**config.mk**
```make
export PLATFORM = sky130hd
export DESIGN_NAME = nv_sync_toggle_evt
export DESIGN_NICKNAME = d
export VERILOG_FILES = /design/src/rtl/nv_sync_toggle_evt_pkg.sv /design/src/rtl/nv_sync_toggle_evt.sv
export SDC_FILE = /design/constraint.sdc
export NUM_CORES = 1
export LEC_CHECK = 0
export CORE_MARGIN = 2
export CORE_UTILIZATION = 28
export DETAILED_ROUTE_END_ITERATION = 10
export GPL_TIMING_DRIVEN = 0
export PLACE_DENSITY = 0.63
export SETUP_SLACK_MARGIN = 0.05
export SYNTH_ARGS = -nofsm -noshare
export SYNTH_HDL_FRONTEND = slang
export SYNTH_SLANG_ARGS = --single-unit
export TNS_END_PERCENT = 5
```
**constraint.sdc**
```tcl
create_clock -name clk -period 2.6 [get_ports clk]
set_input_delay 0.65 -clock clk [delete_from_list [all_inputs] [get_ports clk]]
set_output_delay 0.65 -clock clk [all_outputs]
set_load 0.02 [all_outputs]
```
**src/rtl/nv_sync_toggle_evt_pkg.sv**
```systemverilog
// nv_sync_toggle_evt_pkg
//   Shared constants for the toggle-event consumer.
//   NV_STE_CNT_W : default width of the pending-event counter.
package nv_sync_toggle_evt_pkg;
    localparam int NV_STE_CNT_W = 4;
endpackage

```
**src/rtl/nv_sync_toggle_evt.sv**
```systemverilog
// nv_sync_toggle_evt
//   Sits right after a 3-flop synchronizer. Each transition of the synchronized
//   toggle is one source event. Events are coalesced into a saturating pending
//   count that is offered to a consumer over a valid/ready handshake. An event
//   that arrives while the count is saturated is lost and flags sticky ovf.
// Ports
//   clk       destination clock
//   clr       asynchronous active-high reset
//   tgl_sync  synchronized toggle
//   en        1: count edges, 0: drop edges (toggle tracking continues)
//   evt_rdy   consumer takes evt_cnt this cycle
//   ovf_clr   clears sticky ovf (a same-cycle set wins)
//   evt_vld   pending count nonzero
//   evt_cnt   pending count, meaningful while evt_vld
//   ovf       sticky overflow
module nv_sync_toggle_evt
    import nv_sync_toggle_evt_pkg::*;
#(
    parameter int CNT_W = NV_STE_CNT_W
) (
    input  logic             clk,
    input  logic             clr,
    input  logic             tgl_sync,
    input  logic             en,
    input  logic             evt_rdy,
    input  logic             ovf_clr,
    output logic             evt_vld,
    output logic [CNT_W-1:0] evt_cnt,
    output logic             ovf
);

    logic             tgl_q;
    logic             armed;
    logic [CNT_W-1:0] pend;
    logic             ovf_q;
    logic             tgl_edge;
    logic             acc;
    logic             pend_max;

    // armed stays low for the first cycle after reset so the toggle level seen
    // at reset release is captured as the baseline rather than counted.
    assign tgl_edge = armed & en & (tgl_sync ^ tgl_q);
    assign acc      = evt_vld & evt_rdy;
    assign pend_max = (pend == {CNT_W{1'b1}});

    assign evt_vld  = (pend != '0);
    assign evt_cnt  = pend;
    assign ovf      = ovf_q;

    always_ff @(posedge clk or posedge clr) begin
        if (clr) begin
            tgl_q <= 1'b0;
            armed <= 1'b0;
            pend  <= '0;
            ovf_q <= 1'b0;
        end else begin
            // Track the toggle even when disabled so re-enabling is edge-free.
            tgl_q <= tgl_sync;
            armed <= 1'b1;

            // An edge coinciding with an accept starts a fresh batch instead of
            // being folded into the count the consumer just took.
            if (acc)
                pend <= tgl_edge ? CNT_W'(1) : '0;
            else if (tgl_edge && !pend_max)
                pend <= pend + CNT_W'(1);

            if (!acc && tgl_edge && pend_max)
                ovf_q <= 1'b1;
            else if (ovf_clr)
                ovf_q <= 1'b0;
        end
    end

endmodule

```
==> results.yml, run 1 <==
sta:
  maxSlewHeadroom_pct: 64.53
  final_max_slew_viol_count: 0
  rsz0062_at_grt: "no"
  worst_slack_ns: 0.4364
  skew_ns: 0.0002676
  hold_ws_ns: 0.5553
  fmax_mhz: 462.2
  worst_pin_slew_ns: 0.5283
  tns_ns: 0
  fin_crit_ns: 2.164
  final_hold_viol_count: 0
  period_share_pct: 83.22
  finalSetupViolations: 0
clocking:
  cts_setup_buffers: 0
  numCtsBuffers: 3
  clk_pin_slew_ns: 0.05
  clockBufferDepth: 2
  h-tree-depth: 1
  cts_sinks: 7
  hold_buffers: 0
  cts_resized: 0
  clkLatencyLatePin_ns: 0.24
  cts_tree: "done"
  cts_root_buf: "clkbuf_4"
detailed_routing:
  routed_wl_um: 757
  postRouteAntennaNets: 0
  viasPerCell: 5.074
  drt_iter0_drc: 2
  drtPass1Iterations: 4
  wl_per_cell_um: 11.13
  drc_errors: 0
  vias: 345
place:
  place.gp.congestion: 0.6894
  dp_hpwl_um: 624.2
  port_buffers: 11
  preCtsSetupSlack_ns: 0.3474
global_route:
  grt_max_degree: 8
  grt_pass1_wl_mm: 1.407
  grt.overflow.total: 0
  grt_pass1_vias: 332
  antenna_found_initial: 0
  grt.total_usage_pct: 10.52
floorplan:
  die_w_um: 42.23
  fp.dieH_um: 42.23
  rows: 13
  ios: 12
  coreArea_um2: 1334
  initial_core_util_pct: 30.68
  die_area_um2: 1783
hold_path:
  hold_end: "ovf"
  min_from: "ovf"
  min_path_cells: 2
  min_path_type: "flop to flop"
setup_path:
  critPathMaxFanout: 6
  path_class: "flop to output pin"
  reg2reg_to: "evt_cnt[0]"
  startpoint_type: "flop"
  ff2ff_setup_slack_ns: 0.95
  r2r_cells: 5
  cp.required_ns: 1.95
  cp-end-kind: "output pin"
  worstReg2RegStart: "evt_cnt[0]"
  crit_arrival_ns: 1.51
synth:
  syn_nets: 46
  syn_area_per_cell_um2: 10.77
  synth_seq_cells: 7
  synth_cell_types: 23
  ys_seq_area_share_pct: 42.81
  yosysWarnings: 0
  syn-cell-area_um2: 409.1
  synthCells: 38
pwr:
  finalPower_uw: 464.9
  irDropWorstVdd_v: 0.0002928
  p_leak_nw: 0.2339
  powerDensity_nw_per_um2: 820.1
cells_and_area:
  nNetsFinal: 62
  layout_common_cells: "clkdlybuf4s50_1, dfrtp_1, inv_1"
  fill_cells: 141
  drive_above_1_share_pct: 13.21
  area_growth_pct: 38.53
  fin_util_pct: 42.50
  diodes: 0
  layout_commonest_cell: "clkdlybuf4s50_1"
run_status:
  outcome: "completed"
run:
  drv_cap: 0
per-stage QoR:
stage | std cells | instance area [um^2]
2_1_floorplan | 38 | 409.1
3_3_place_gp | 64 | 538.0
3_5_place_dp | 64 | 538.0
4_1_cts | 68 | 564.3
5_1_grt | 68 | 566.8
6_report | 68 | 566.8
cell type report:
type                       count  area (um^2)  area share, %
clock buffer                   4        26.28          4.636
timing repair buffer          11        112.6          19.87
sequential                     7        175.2          30.91
tap                           15        18.77          3.311
multi-input combinational     27        219.0          38.63
inverter                       4        15.01          2.649
worst max-delay path, stage by stage, from the launching register on:
cell and delay (ns):
dfrtp_1 0.44, inv_1 0.09, ha_1 0.13, or3b_4 0.39, dlymetal6s2s_1 0.22
worst max path at each step:
stage          startpoint       to  slack, ns  cells past startpoint
4_1_cts        evt_cnt[0]  evt_vld       0.08                      4
6_report       evt_cnt[0]  evt_vld       0.44                      4
2_1_floorplan  evt_cnt[0]  evt_vld       0.83                      3
3_3_place_gp   evt_cnt[0]  evt_vld       0.36                      4
5_1_grt        evt_cnt[0]  evt_vld       0.35                      4
3_5_place_dp   evt_cnt[0]  evt_vld       0.35                      4
layer usage:
metal | share of wire [%] | track usage (%)
met5 | 0 | 0
met4 | 2.0 | 7.500
met3 | 7.5 | 3.017
met2 | 43 | 14.15
met1 | 47 | 14.13
sequential cells by signal, indices dropped and copies added, names as in the netlist:
signal	cells
tgl_q	1
ovf	1
armed	1
evt_cnt	4
power by group:
group / total, mW / leakage (nW) / internal (mW) / switching [mW]
Combinational: 0.217 / 0.128 / 0.110 / 0.107
Clock: 0.0931 / 0.0150 / 0.0582 / 0.0349
Sequential: 0.155 / 0.0912 / 0.127 / 0.0275
synth_stat cells:
cell type | count | share of area, %
a2111oi_4 | 1 | 6.7
a21oi_1 | 2 | 2.4
a221oi_2 | 1 | 3.7
a31oi_1 | 2 | 3.1
and2_1 | 1 | 1.5
and2_4 | 1 | 2.1
and3_1 | 1 | 1.5
conb_1 | 1 | 0.92
dfrtp_1 | 7 | 43
ha_1 | 2 | 6.1
inv_1 | 4 | 3.7
nand2_1 | 3 | 2.8
nand3_1 | 1 | 1.2
nand4b_1 | 2 | 4.3
nor3_1 | 1 | 1.2
nor4_1 | 1 | 1.5
o22ai_1 | 1 | 1.5
o31ai_1 | 1 | 1.8
o41ai_1 | 1 | 2.1
or3b_4 | 1 | 2.8
or4_1 | 1 | 1.8
xnor2_1 | 1 | 2.1
xor2_1 | 1 | 2.1
cells by family after synthesis:
logic type / count (synthesis) / share of synthesized area (%)
AND/OR/NAND/NOR: 13 / 20.80
buffers and inverters: 4 / 3.669
flip-flops: 7 / 42.81
AO/OA/AOI/OAI: 9 / 21.41
XOR/XNOR: 2 / 4.282
adder cells (fa/ha/maj): 2 / 6.115
other: 1 / 0.9166
Note: power is estimated with default switching activity, not from simulation.
==> inputs of run 2 (changes only) <==
==> constraint.sdc (replaced) <==
create_clock -name clk -period 2.2 [get_ports clk]
set_input_delay 0.55 -clock clk [delete_from_list [all_inputs] [get_ports clk]]
set_output_delay 0.55 -clock clk [all_outputs]
set_load 0.02 [all_outputs]
==> results.yml, run 2 (synthesis gave the netlist of run 1 again) <==
global_route:
  grt.overflow.total: 0
  grt_pass1_vias: 332
  antenna_found_initial: 0
  grt_max_degree: 8
  grt.total_usage_pct: 10.52
  grt_pass1_wl_mm: 1.407
clocking:
  clockBufferDepth: 2
  h-tree-depth: 1
  cts_sinks: 7
  clkLatencyLatePin_ns: 0.24
  numCtsBuffers: 3
  clk_pin_slew_ns: 0.05
  cts_setup_buffers: 0
  cts_tree: "done"
  cts_root_buf: "clkbuf_4"
setup_path:
  timing.critical_path.buf_inv: 2
  r2r_cells: 5
  cp-end-kind: "output pin"
  slowest_stage: "dfrtp_2"
  ff2ff_setup_slack_ns: 0.57
  startpoint_type: "flop"
  worstReg2RegStart: "evt_cnt[0]"
  crit_chain: "inv_1 -> ha_1 -> or3b_4 -> buf_2"
  reg2reg_to: "evt_cnt[0]"
  cp.required_ns: 1.65
  cpLargestDelayFamily: "flip-flops"
  path_class: "flop to output pin"
  max_stage_delay_ns: 0.44
  crit_arrival_ns: 1.45
  critPathMaxFanout: 6
sta:
  tns_ns: 0
  finalSetupViolations: 0
  maxSlewHeadroom_pct: 63.32
  rsz0062_at_grt: "no"
  final_hold_viol_count: 0
  fin_crit_ns: 2.001
  period_share_pct: 90.97
  worst_pin_slew_ns: 0.5463
  final_max_slew_viol_count: 0
  fmax_mhz: 499.7
  skew_ns: 0.0002651
cells_and_area:
  layout_common_cells: "clkdlybuf4s50_1, dfrtp_1, inv_1"
  drive_above_1_share_pct: 16.98
  nNetsFinal: 62
  largest_register_ffs: 4
  layout_commonest_cell: "clkdlybuf4s50_1"
  diodes: 0
  area_growth_pct: 37.00
  fin_area_um2: 560.5
  stdcell_count: 68
detailed_routing:
  viasPerCell: 5.059
  routed_wl_um: 773
  vias: 344
  wl_met3_um: 49
  wl_met2_um: 328
  drtPass1Iterations: 4
  wl_met1_um: 379
  drc_errors: 0
  drt_iter0_drc: 2
  wl_per_cell_um: 11.37
  top_layer_used: "met4"
  postRouteAntennaNets: 0
hold_path:
  min_path_type: "primary input to async pin"
floorplan:
  rows: 13
  ios: 12
  initial_core_util_pct: 30.68
  fp.dieH_um: 42.23
  die_w_um: 42.23
  die_area_um2: 1783
  coreArea_um2: 1334
pwr:
  p_leak_nw: 0.2222
  switching_share_pct: 37.09
  combPwrFrac_pct: 45.6
  powerDensity_nw_per_um2: 966.0
  power.internal_uw: 340.6
  finalPower_uw: 541.5
  clock_power_share_pct: 20.3
  power.switching_uw: 200.9
  seqPwrFrac_pct: 34.1
  irDropWorstVdd_v: 0.0003456
place:
  dp_cells: 64
  dp_hpwl_um: 624.2
  port_buffers: 11
  place_area_um2: 538.0
  place.gp.congestion: 0.6894
run_status:
  outcome: "completed"
run:
  drv_cap: 0
[run 2: cell types whose count changed in the layout (fill, tap and decap cells not counted), sizes merged]
cell          change
buf               +1
dlymetal6s2s      -1
[run 2: per-stage QoR]
stage	setup slack, ns	hold WS [ns]	util, %
after global placement	0.06309	0.5392	40.34
after CTS	0.06336	0.5238	42.40
after floorplan	0.5020	0.3534	-
after global routing	0.1205	0.5469	42.03
final	0.1987	0.5292	42.03
after detailed placement	0.04743	0.5505	40.34
[run 2: how the worst max path moves through the flow]
| stage | from | endpoint | slack [ns] | depth (start not counted) |
|---|---|---|---|---|
| after detailed placement | evt_cnt[0] | evt_vld | 0.05 | 4 |
| after global routing | evt_cnt[0] | evt_vld | 0.12 | 4 |
| after floorplan | evt_cnt[0] | evt_cnt[0] | 0.50 | 5 |
| after global placement | evt_cnt[0] | evt_vld | 0.06 | 4 |
| after CTS | evt_cnt[0] | evt_vld | 0.06 | 4 |
| final | evt_cnt[0] | evt_vld | 0.20 | 4 |
[run 2: what timing repair did]
item / in CTS / in global routing
cloned: 0 / 0
resized for setup: 3 / 2
endpoints found under the setup margin: 1 / 1
hold buffers: 0 / 0
[run 2: layout make-up]
| cell class | count | area, um^2 |
|---|---|---|
| flip-flops and latches | 7 | 176.4 |
| repair buffers | 11 | 105.1 |
| fillers | 140 | 773.2 |
| clock buffers | 4 | 26.28 |
| well taps | 15 | 18.77 |
| multi-input cells | 27 | 219.0 |
| inverters | 4 | 15.01 |
[run 2: per-layer routing]
metal / GRT usage (%) / up-vias
li1: - / 169
met1: 14.13 / 155
met2: 14.15 / 18
met3: 3.017 / 2
met4: 7.500 / 0
met5: 0 / -
[run 2: power by group through the flow]
stage                     Sequential (mW)  Clock, mW  Combinational, mW
final                               0.185      0.110              0.247
after global routing                0.190      0.126              0.267
after CTS                           0.183      0.117              0.260
after detailed placement            0.185          0              0.263
after global placement              0.185          0              0.259
after floorplan                     0.203          0              0.140
